**src/rtl/uart_tx_pkg.sv**
```systemverilog
// Shared UART definitions: baud defaults, frame width default and the
// transmitter state encoding. Imported by the tx datapath and usable by RX.
package uart_tx_pkg;

    // Baud generator defaults (tick toggles every BAUD_HALF_DEF clocks)
    localparam int CLK_HZ_DEF    = 50_000_000;
    localparam int BAUD_DEF      = 115_200;
    localparam int BAUD_HALF_DEF = CLK_HZ_DEF / (2 * BAUD_DEF);

    // Default number of data bits per frame
    localparam int DATA_W_DEF = 8;

    // Width of the shared bit/stop counter (covers DATA_W up to 8)
    localparam int CNT_W = 4;

    typedef enum logic [2:0] {
        IDLE,
        ARM,
        START,
        DATA,
        PARITY,
        STOP
    } tx_state_t;

endpackage

```
**src/rtl/uart_tx_tick_edge.sv**
```systemverilog
// Rising-edge detector for the toggling baud tick. tick_d resets high so a
// tick that is already high when reset releases does not fire a strobe.
module tick_edge (
    input  logic clk,
    input  logic reset,
    input  logic tick,
    output logic bit_stb
);

    logic tick_d;

    // Delayed copy of tick for edge detection
    always_ff @(posedge clk) begin
        if (reset) begin
            tick_d <= 1'b1;
        end else begin
            tick_d <= tick;
        end
    end

    assign bit_stb = tick & ~tick_d;

endmodule

```
**src/rtl/uart_tx.sv**
```systemverilog
// UART transmitter: frames bytes into start/data/[parity]/stop bits, one bit
// per rising edge of the baud tick. Build option UART_PARITY_EN inserts a
// parity bit after the data bits.
//
// Handshake: a byte is taken in the cycle where tx_valid and tx_ready are both
// high; tx_ready stays low until the final stop bit completes, and tx_valid is
// ignored meanwhile. All line outputs are registered; state is exposed for
// debug.
module uart_tx
    import uart_tx_pkg::*;
#(
    parameter int DATA_W     = DATA_W_DEF,
    parameter int STOP_BITS  = 1,
    parameter int PARITY_ODD = 0
) (
    input  logic              clk,
    input  logic              reset,
    input  logic              tick,
    input  logic [DATA_W-1:0] tx_data,
    input  logic              tx_valid,
    output logic              tx_ready,
    output logic              tx,
    output logic              tx_done,
    output tx_state_t         state
);

    localparam logic [CNT_W-1:0] DATA_LAST = CNT_W'(DATA_W - 1);
    localparam logic [CNT_W-1:0] STOP_LAST = CNT_W'(STOP_BITS - 1);

    // Reject unsupported parameter combinations at elaboration
    if (DATA_W < 5 || DATA_W > 8 || (STOP_BITS != 1 && STOP_BITS != 2) ||
        (PARITY_ODD != 0 && PARITY_ODD != 1)) begin : g_bad_param
        $error("uart_tx: illegal parameter combination");
    end

    logic              bit_stb;
    tx_state_t         state_n;
    logic [CNT_W-1:0]  bit_cnt, bit_cnt_n;
    logic [DATA_W-1:0] shift, shift_n;
    logic              tx_n, ready_n, done_n;
`ifdef UART_PARITY_EN
    logic              par_bit, par_n;
`endif

    tick_edge u_tick_edge (
        .clk     (clk),
        .reset   (reset),
        .tick    (tick),
        .bit_stb (bit_stb)
    );

    // State and datapath registers
    always_ff @(posedge clk) begin
        if (reset) begin
            state    <= IDLE;
            bit_cnt  <= '0;
            shift    <= '0;
            tx       <= 1'b1;
            tx_ready <= 1'b1;
            tx_done  <= 1'b0;
`ifdef UART_PARITY_EN
            par_bit  <= 1'b0;
`endif
        end else begin
            state    <= state_n;
            bit_cnt  <= bit_cnt_n;
            shift    <= shift_n;
            tx       <= tx_n;
            tx_ready <= ready_n;
            tx_done  <= done_n;
`ifdef UART_PARITY_EN
            par_bit  <= par_n;
`endif
        end
    end

    // Next-state and next-output logic; nothing moves without a bit strobe
    always_comb begin
        state_n   = state;
        bit_cnt_n = bit_cnt;
        shift_n   = shift;
        tx_n      = tx;
        ready_n   = tx_ready;
        done_n    = 1'b0;
`ifdef UART_PARITY_EN
        par_n     = par_bit;
`endif
        case (state)
            IDLE: begin
                tx_n    = 1'b1;
                ready_n = 1'b1;
                if (tx_valid && tx_ready) begin
                    shift_n   = tx_data;
                    bit_cnt_n = '0;
                    ready_n   = 1'b0;
                    state_n   = ARM;
`ifdef UART_PARITY_EN
                    par_n     = (^tx_data) ^ (PARITY_ODD != 0);
`endif
                end
            end
            ARM: begin
                // A strobe in the accept cycle is seen while still in IDLE
                if (bit_stb) begin
                    tx_n    = 1'b0;
                    state_n = START;
                end
            end
            START: begin
                if (bit_stb) begin
                    tx_n    = shift[0];
                    shift_n = shift >> 1;
                    state_n = DATA;
                end
            end
            DATA: begin
                if (bit_stb) begin
                    bit_cnt_n = bit_cnt + 1'b1;
                    if (bit_cnt == DATA_LAST) begin
`ifdef UART_PARITY_EN
                        tx_n    = par_bit;
                        state_n = PARITY;
`else
                        tx_n      = 1'b1;
                        bit_cnt_n = '0;
                        state_n   = STOP;
`endif
                    end else begin
                        tx_n    = shift[0];
                        shift_n = shift >> 1;
                    end
                end
            end
`ifdef UART_PARITY_EN
            PARITY: begin
                if (bit_stb) begin
                    tx_n      = 1'b1;
                    bit_cnt_n = '0;
                    state_n   = STOP;
                end
            end
`endif
            STOP: begin
                // bit_cnt counts completed stop bits
                if (bit_stb) begin
                    if (bit_cnt == STOP_LAST) begin
                        done_n    = 1'b1;
                        ready_n   = 1'b1;
                        bit_cnt_n = '0;
                        state_n   = IDLE;
                    end else begin
                        bit_cnt_n = bit_cnt + 1'b1;
                    end
                end
            end
            default: begin
                tx_n    = 1'b1;
                ready_n = 1'b1;
                state_n = IDLE;
            end
        endcase
    end

endmodule
```
**config.mk**
```make
export PLATFORM = sky130hd
export DESIGN_NAME = uart_tx
export DESIGN_NICKNAME = d
export VERILOG_FILES = /design/src/rtl/uart_tx_pkg.sv /design/src/rtl/uart_tx_tick_edge.sv /design/src/rtl/uart_tx.sv
export SDC_FILE = /design/constraint.sdc
export NUM_CORES = 1
export LEC_CHECK = 0
export BUFFER_PORTS_ARGS = -buffer_cell sky130_fd_sc_hd__buf_2
export CORE_MARGIN = 2
export CORE_UTILIZATION = 37
export CTS_BUF_LIST = sky130_fd_sc_hd__clkbuf_4 sky130_fd_sc_hd__clkbuf_8 sky130_fd_sc_hd__clkbuf_16
export CTS_CLUSTER_DIAMETER = 60
export DETAILED_ROUTE_END_ITERATION = 7
export SYNTH_ARGS = -nofsm -noshare
export SYNTH_HDL_FRONTEND = slang
export SYNTH_HIERARCHICAL = 1
export SYNTH_SLANG_ARGS = --single-unit
```
**constraint.sdc**
```tcl
create_clock -name clk -period 1.9 [get_ports clk]
set_input_delay 0 -clock clk [delete_from_list [all_inputs] [get_ports clk]]
set_output_delay 0 -clock clk [all_outputs]
set_load 0.03 [all_outputs]
```
Yosys cells after proc, flatten, opt, wreduce, memory -nomap -nowiden. Cells that the tools add are included.

Eq/ne operators: 13. Multiplexer cells: 29. Add/subtract/negate cells: 1. Reductions and logical operators: 12. Bitwise gates (word level): 5.

Operator list (number): 8-bit 2-to-1 mux (4); 8-bit one-hot mux with 3 select lines (1); 3-bit 2-to-1 mux (7); 4-bit 2-to-1 mux (5); 2-bit != test, second input constant (8); 3-bit one-hot mux with 5 select lines (1); 4-bit one-hot mux with 3 select lines (1); 1-bit 2-to-1 mux (8); 4-bit AND reduction (2); 7-bit AND reduction (1); 3-bit by 2-bit == test with 1-bit output, second input constant (2); 3-bit nonzero test (2); 3-bit OR reduction (2); 5-bit AND reduction (1); 4-bit by 1-bit adder with 4-bit output, second input constant (1); 4-bit by 3-bit == test with 1-bit output, second input constant (1); 4-bit zero test (1); 1-bit inverter (4); 1-bit one-hot mux with 4 select lines (1); 3-bit by 1-bit == test with 1-bit output, second input constant (1); 3-bit == test, second input constant (1); 3-bit zero test (1); 1-bit one-hot mux with 3 select lines (1); 3-bit AND reduction (1); 2 further kinds (2).

Output and inout port bits: 6. Logic and storage cells: 67. Bits in registers: 19. Bits of input ports: 12.

Logic depth before layout (Yosys ltp).
Depth in word-level cells: 4. Gate-level depth with buffers: 7. Mapped depth without buffers: 6.

Hierarchy. Netlist, hierarchy kept.

Modules (own cells, without submodules): uart_tx (cells each 120, seq. area each 360.3 um2, area each 1111.1 um2, times used 1); tick_edge (cells each 3, seq. area each 20.0 um2, area each 32.5 um2, times used 1).

Worst setup path before layout. OpenSTA, ideal clock, no wires.

Path kind: register to register. Start: register state[1]. End: register shift[2]. Buffers on the path: 3. Setup time: 0.133 ns. Arrival time: 1.406 ns. Required time: 1.767 ns. Clock period less this slack: 1.539 ns. Stages on the path, launching flop included: 6. Slack: 0.361 ns. Cells stage by stage: dfxtp_1 > buf_2 > buf_2 > buf_4 > mux2i_1 > a211oi_2.

Cells in the longest elaborated chain, start to end: 3. Elaborated cells between the ends (all ways): 10. Classes of those cells: eq/ne: 6; mux: 1; reduce/logical: 3.

RTL lines: start: declaration (RTL line uart_tx.sv:24) `output tx_state_t state`; start signal: assignment (RTL line uart_tx.sv:65) `state <= state_n;`; 3-bit by 2-bit == test with 1-bit output or 3-bit zero test (tied branches) (RTL line uart_tx.sv:88) `case (state)`; 2-bit != test (no line) or 3-bit nonzero test (tied branches); 5-bit AND reduction (no line); end signal: assignment (RTL line uart_tx.sv:67) `shift <= shift_n;`; end: declaration (RTL line uart_tx.sv:39) `logic [DATA_W-1:0] shift, shift_n;`.

Several ways; a longest one is shown, not always the timed one. A chain may end at the register's enable or synchronous reset.

Final worst setup path.
Start: register state[2]. End: register bit_cnt[3].

Cells in the longest elaborated chain, start to end: 3. Elaborated cells between the ends (all ways): 9. Classes of those cells: eq/ne: 5; mux: 1; reduce/logical: 3.

RTL lines: 3-bit by 2-bit == test with 1-bit output, or another cell as far along (RTL line uart_tx.sv:88); 2-bit != test (no line) or 3-bit nonzero test (tied branches); 4-bit AND reduction (no line); end signal: assignment (RTL line uart_tx.sv:66) `bit_cnt <= bit_cnt_n;`; end: declaration (RTL line uart_tx.sv:38) `logic [CNT_W-1:0] bit_cnt, bit_cnt_n;`.

Several ways; a longest one is shown, not always the timed one.

==> impl_metrics.tcl <==
set metrics [dict create \
    yosysTopAreaCell "dfxtp_1" \
    clock_skew_ns 0.00859 \
    reg2reg_depth 4 \
    antenna_found_initial 0 \
    finalCritPeriodShare 0.846 \
    dieArea_mm2 0.00355 \
    core_area_mm2 0.00300 \
    status "finished, final reports clean" \
    finalWirelength_um 2280 \
    syn_area_mm2 0.00114 \
    grt_start_max_net_pins 22 \
    drtIter0Drc 53 \
    synth_area_leaders "dfxtp_1 33%, mux2i_1 7.0%, nand3b_1 5.3%" \
    cp-startpoint "state[2]$_SDFFE_PP0P_" \
    max_freq_mhz 622 \
    seq_area_frac_synth 0.333 \
    period_minus_slack_ns 1.61 \
    dp.final_hpwl_um 1630 \
    drv_slew 0 \
    clkLatencyLatePin_ns 0.30 \
    dpl_cell_area_mm2 0.00122 \
    ant_nets 0 \
    synthesis.nets 137 \
    ys_ff_latch 19 \
    postSynthCellCount 123 \
    start_util 0.381 \
    grt_usage 0.152 \
    p_leak_nw 0.427 \
    yosys-top-cells-count "19 x dfxtp_1, 14 x nor2_1, 8 x mux2i_1, 8 x nand3b_1, 7 x nand3_1" \
    die_w_um 59.6 \
    die_y_um 59.6 \
    synth_cell_types 41 \
    grt_first_pass_wirelength_um 4060 \
    nNetsFinal 153 \
    syn_to_final_growth_pct 11.1 \
    ir_drop_uv 327 \
    arrival_ns 1.85 \
    grt_pass1_vias 870 \
    antenna_cells 0 \
    num_vias 959 \
    critPathLaunchType "register" \
    finalSetupViolCount 0 \
    tightestPinTransition_ns 0.514 \
    cts_resized 0 \
    drive_gt1_frac 0.246 \
    grt_setup_unrepaired "no" \
    synth-xor-area-share 0.00766 \
    cts_buffer_depth 2 \
    dr.pass1.iters 4 \
    cts.reportedPaths.clkPinSlew_ns 0.11 \
    pin_count 18 \
    cts_tree "yes" \
    power.density_mw_per_mm2 641 \
    yosys_warnings 6 \
    r2r-end "bit_cnt[3]$_SDFFE_PP0P_" \
    cts_buffers 3 \
    rows 20 \
    synth_ff_type "dfxtp_1" \
    htree_levels 1 \
    clock-sinks 19 \
    final_cell_area_mm2 0.00127 \
    wl_per_cell_um 13.3 \
    cap_viol_max_count 0 \
    yosys.area_share.adder 0.0219 \
    r2r_setup_slack_ns 0.29 \
    post_drt_via_cell_ratio 5.61 \
    port_buffers 17 \
    grt-ovfl-total 0 \
    synth_area_per_cell_um2 9.30 \
    gp_congestion 0.809 \
    cts_root_buf "clkbuf_4" \
    worstPathRequired_ns 2.14 \
    tns_ns 0 \
    r2r-start "state[2]$_SDFFE_PP0P_" \
    max_slew_margin 0.657 \
    synthMuxAreaShare 0.0700 \
    crit_fanout 14 \
    synth_simple_gate_area_frac 0.307 \
    hold_path.class "in2reg" \
    endpoint "bit_cnt[3]$_SDFFE_PP0P_" \
    finalHoldViolCount 0 \
    synth_most_common_cell "dfxtp_1" \
    synth-compound-area-share 0.186 \
    synth_top_area_share 0.333 \
    end_kind "register" \
    ys_async_sr_fraction 0 \
    drc 0 \
    synth_top_family_by_area "simple AND/OR/NAND/NOR gates" \
    synth-edff-count 0 \
    path_class "reg2reg" \
]
==> worst max-delay path, stage by stage (launching register included) <==
cell and delay [ns]:
dfxtp_1 0.66, and4bb_2 0.32, nor4b_4 0.29, nand3_1 0.12
a31oi_1 0.16
==> worst min path at each step <==
stage | start | endpoint | slack, ns | depth (start not counted)
finish | tx_data[5] | shift[5]$_SDFFE_PP0P_ | 0.03 | 3
global route | tx_data[3] | shift[3]$_SDFFE_PP0P_ | 0.03 | 3
CTS | tx_data[5] | shift[5]$_SDFFE_PP0P_ | 0.02 | 3
detailed placement | tick | u_tick_edge/tick_d$_SDFF_PP1_ | 0.21 | 2
global placement | tick | u_tick_edge/tick_d$_SDFF_PP1_ | 0.19 | 2
floorplan | reset | u_tick_edge/tick_d$_SDFF_PP1_ | 0.1 | 1
==> repair_timing <==
action	4_1_cts	5_1_grt
buffers inserted	0	0
endpoints found under the hold margin	2	0
hold buffers	2	0
==> registers in the layout, summed over array words and instances (netlist names) <==
signal / flops
shift: 8
bit_cnt: 4
state: 3
tx: 1
tx_done: 1
tx_ready: 1
u_tick_edge/tick_d: 1
==> stage by stage <==
stage | instances | setup slack [ns] | utilization | hold WS [ns] | power [mW]
after floorplan | 123 | 0.361 | - | 0.0971 | 0.580
after global placement | 165 | 0.320 | 0.407 | 0.189 | 0.608
after detailed placement | 165 | 0.303 | 0.407 | 0.207 | 0.615
after CTS | 171 | 0.279 | 0.423 | 0.0248 | 0.822
after global routing | 171 | 0.0968 | 0.423 | 0.0257 | 0.865
final | 171 | 0.293 | 0.423 | 0.0269 | 0.814
==> power breakdown <==
part	switching [mW]	internal (mW)
Clock	0.128	0.0784
Sequential	0.0255	0.425
Combinational	0.0867	0.0701
==> kinds of logic (layout without fill, tap and decap cells) <==
logic type                 after synthesis  in the layout
DFF                                     19             19
xor gates and xnor gates                 1              1
muxes                                    8              8
buffers and inverters                   14             29
and+or+nand+nor                         51             51
AOI/OAI and AO/OA                       28             28
adders and majority gates                2              2
==> per-layer routing <==
layer / share of wire / up-vias / global-route usage
met1: 0.47 / 440 / 0.210
met2: 0.46 / 29 / 0.229
li1: - / 488 / -
met5: 0 / - / 0
met3: 0.059 / 2 / 0.0480
met4: 0.0092 / 0 / 0.0413
==> cell usage in the layout (no fill, tap or decap), drive strengths merged <==
cell type,count
o21a,1
o31ai,2
nand3b,8
a21oi,4
dfxtp,19
nor4,2
o211ai,2
o2111ai,2
nand2b,2
nand4b,3
nor3b,1
buf,21
and4bb,2
clkbuf,3
a31oi,4
o21ba,1
nor4b,2
or2,2
ha,2
nand3,7
a211oi,7
nor2,15
nor2b,1
nor3,2
mux2i,8
nand4bb,2
clkinv,1
nand2,1
o21ai,4
and4b,1
o22ai,1
xnor2,1
inv,2
dlygate4sd3,2
==> cell type report <==
| class | count | area (um2) |
|---|---|---|
| Inverter | 2 | 7.51 |
| Timing Repair Buffer | 23 | 135 |
| Tap cell | 33 | 41.3 |
| Multi-Input combinational cell | 90 | 678 |
| Clock inverter | 1 | 5.00 |
| Clock buffer | 3 | 22.5 |
| Fill cell | 296 | 1730 |
| Sequential cell | 19 | 380 |
No activity file was read; power rests on OpenSTA's default activity.
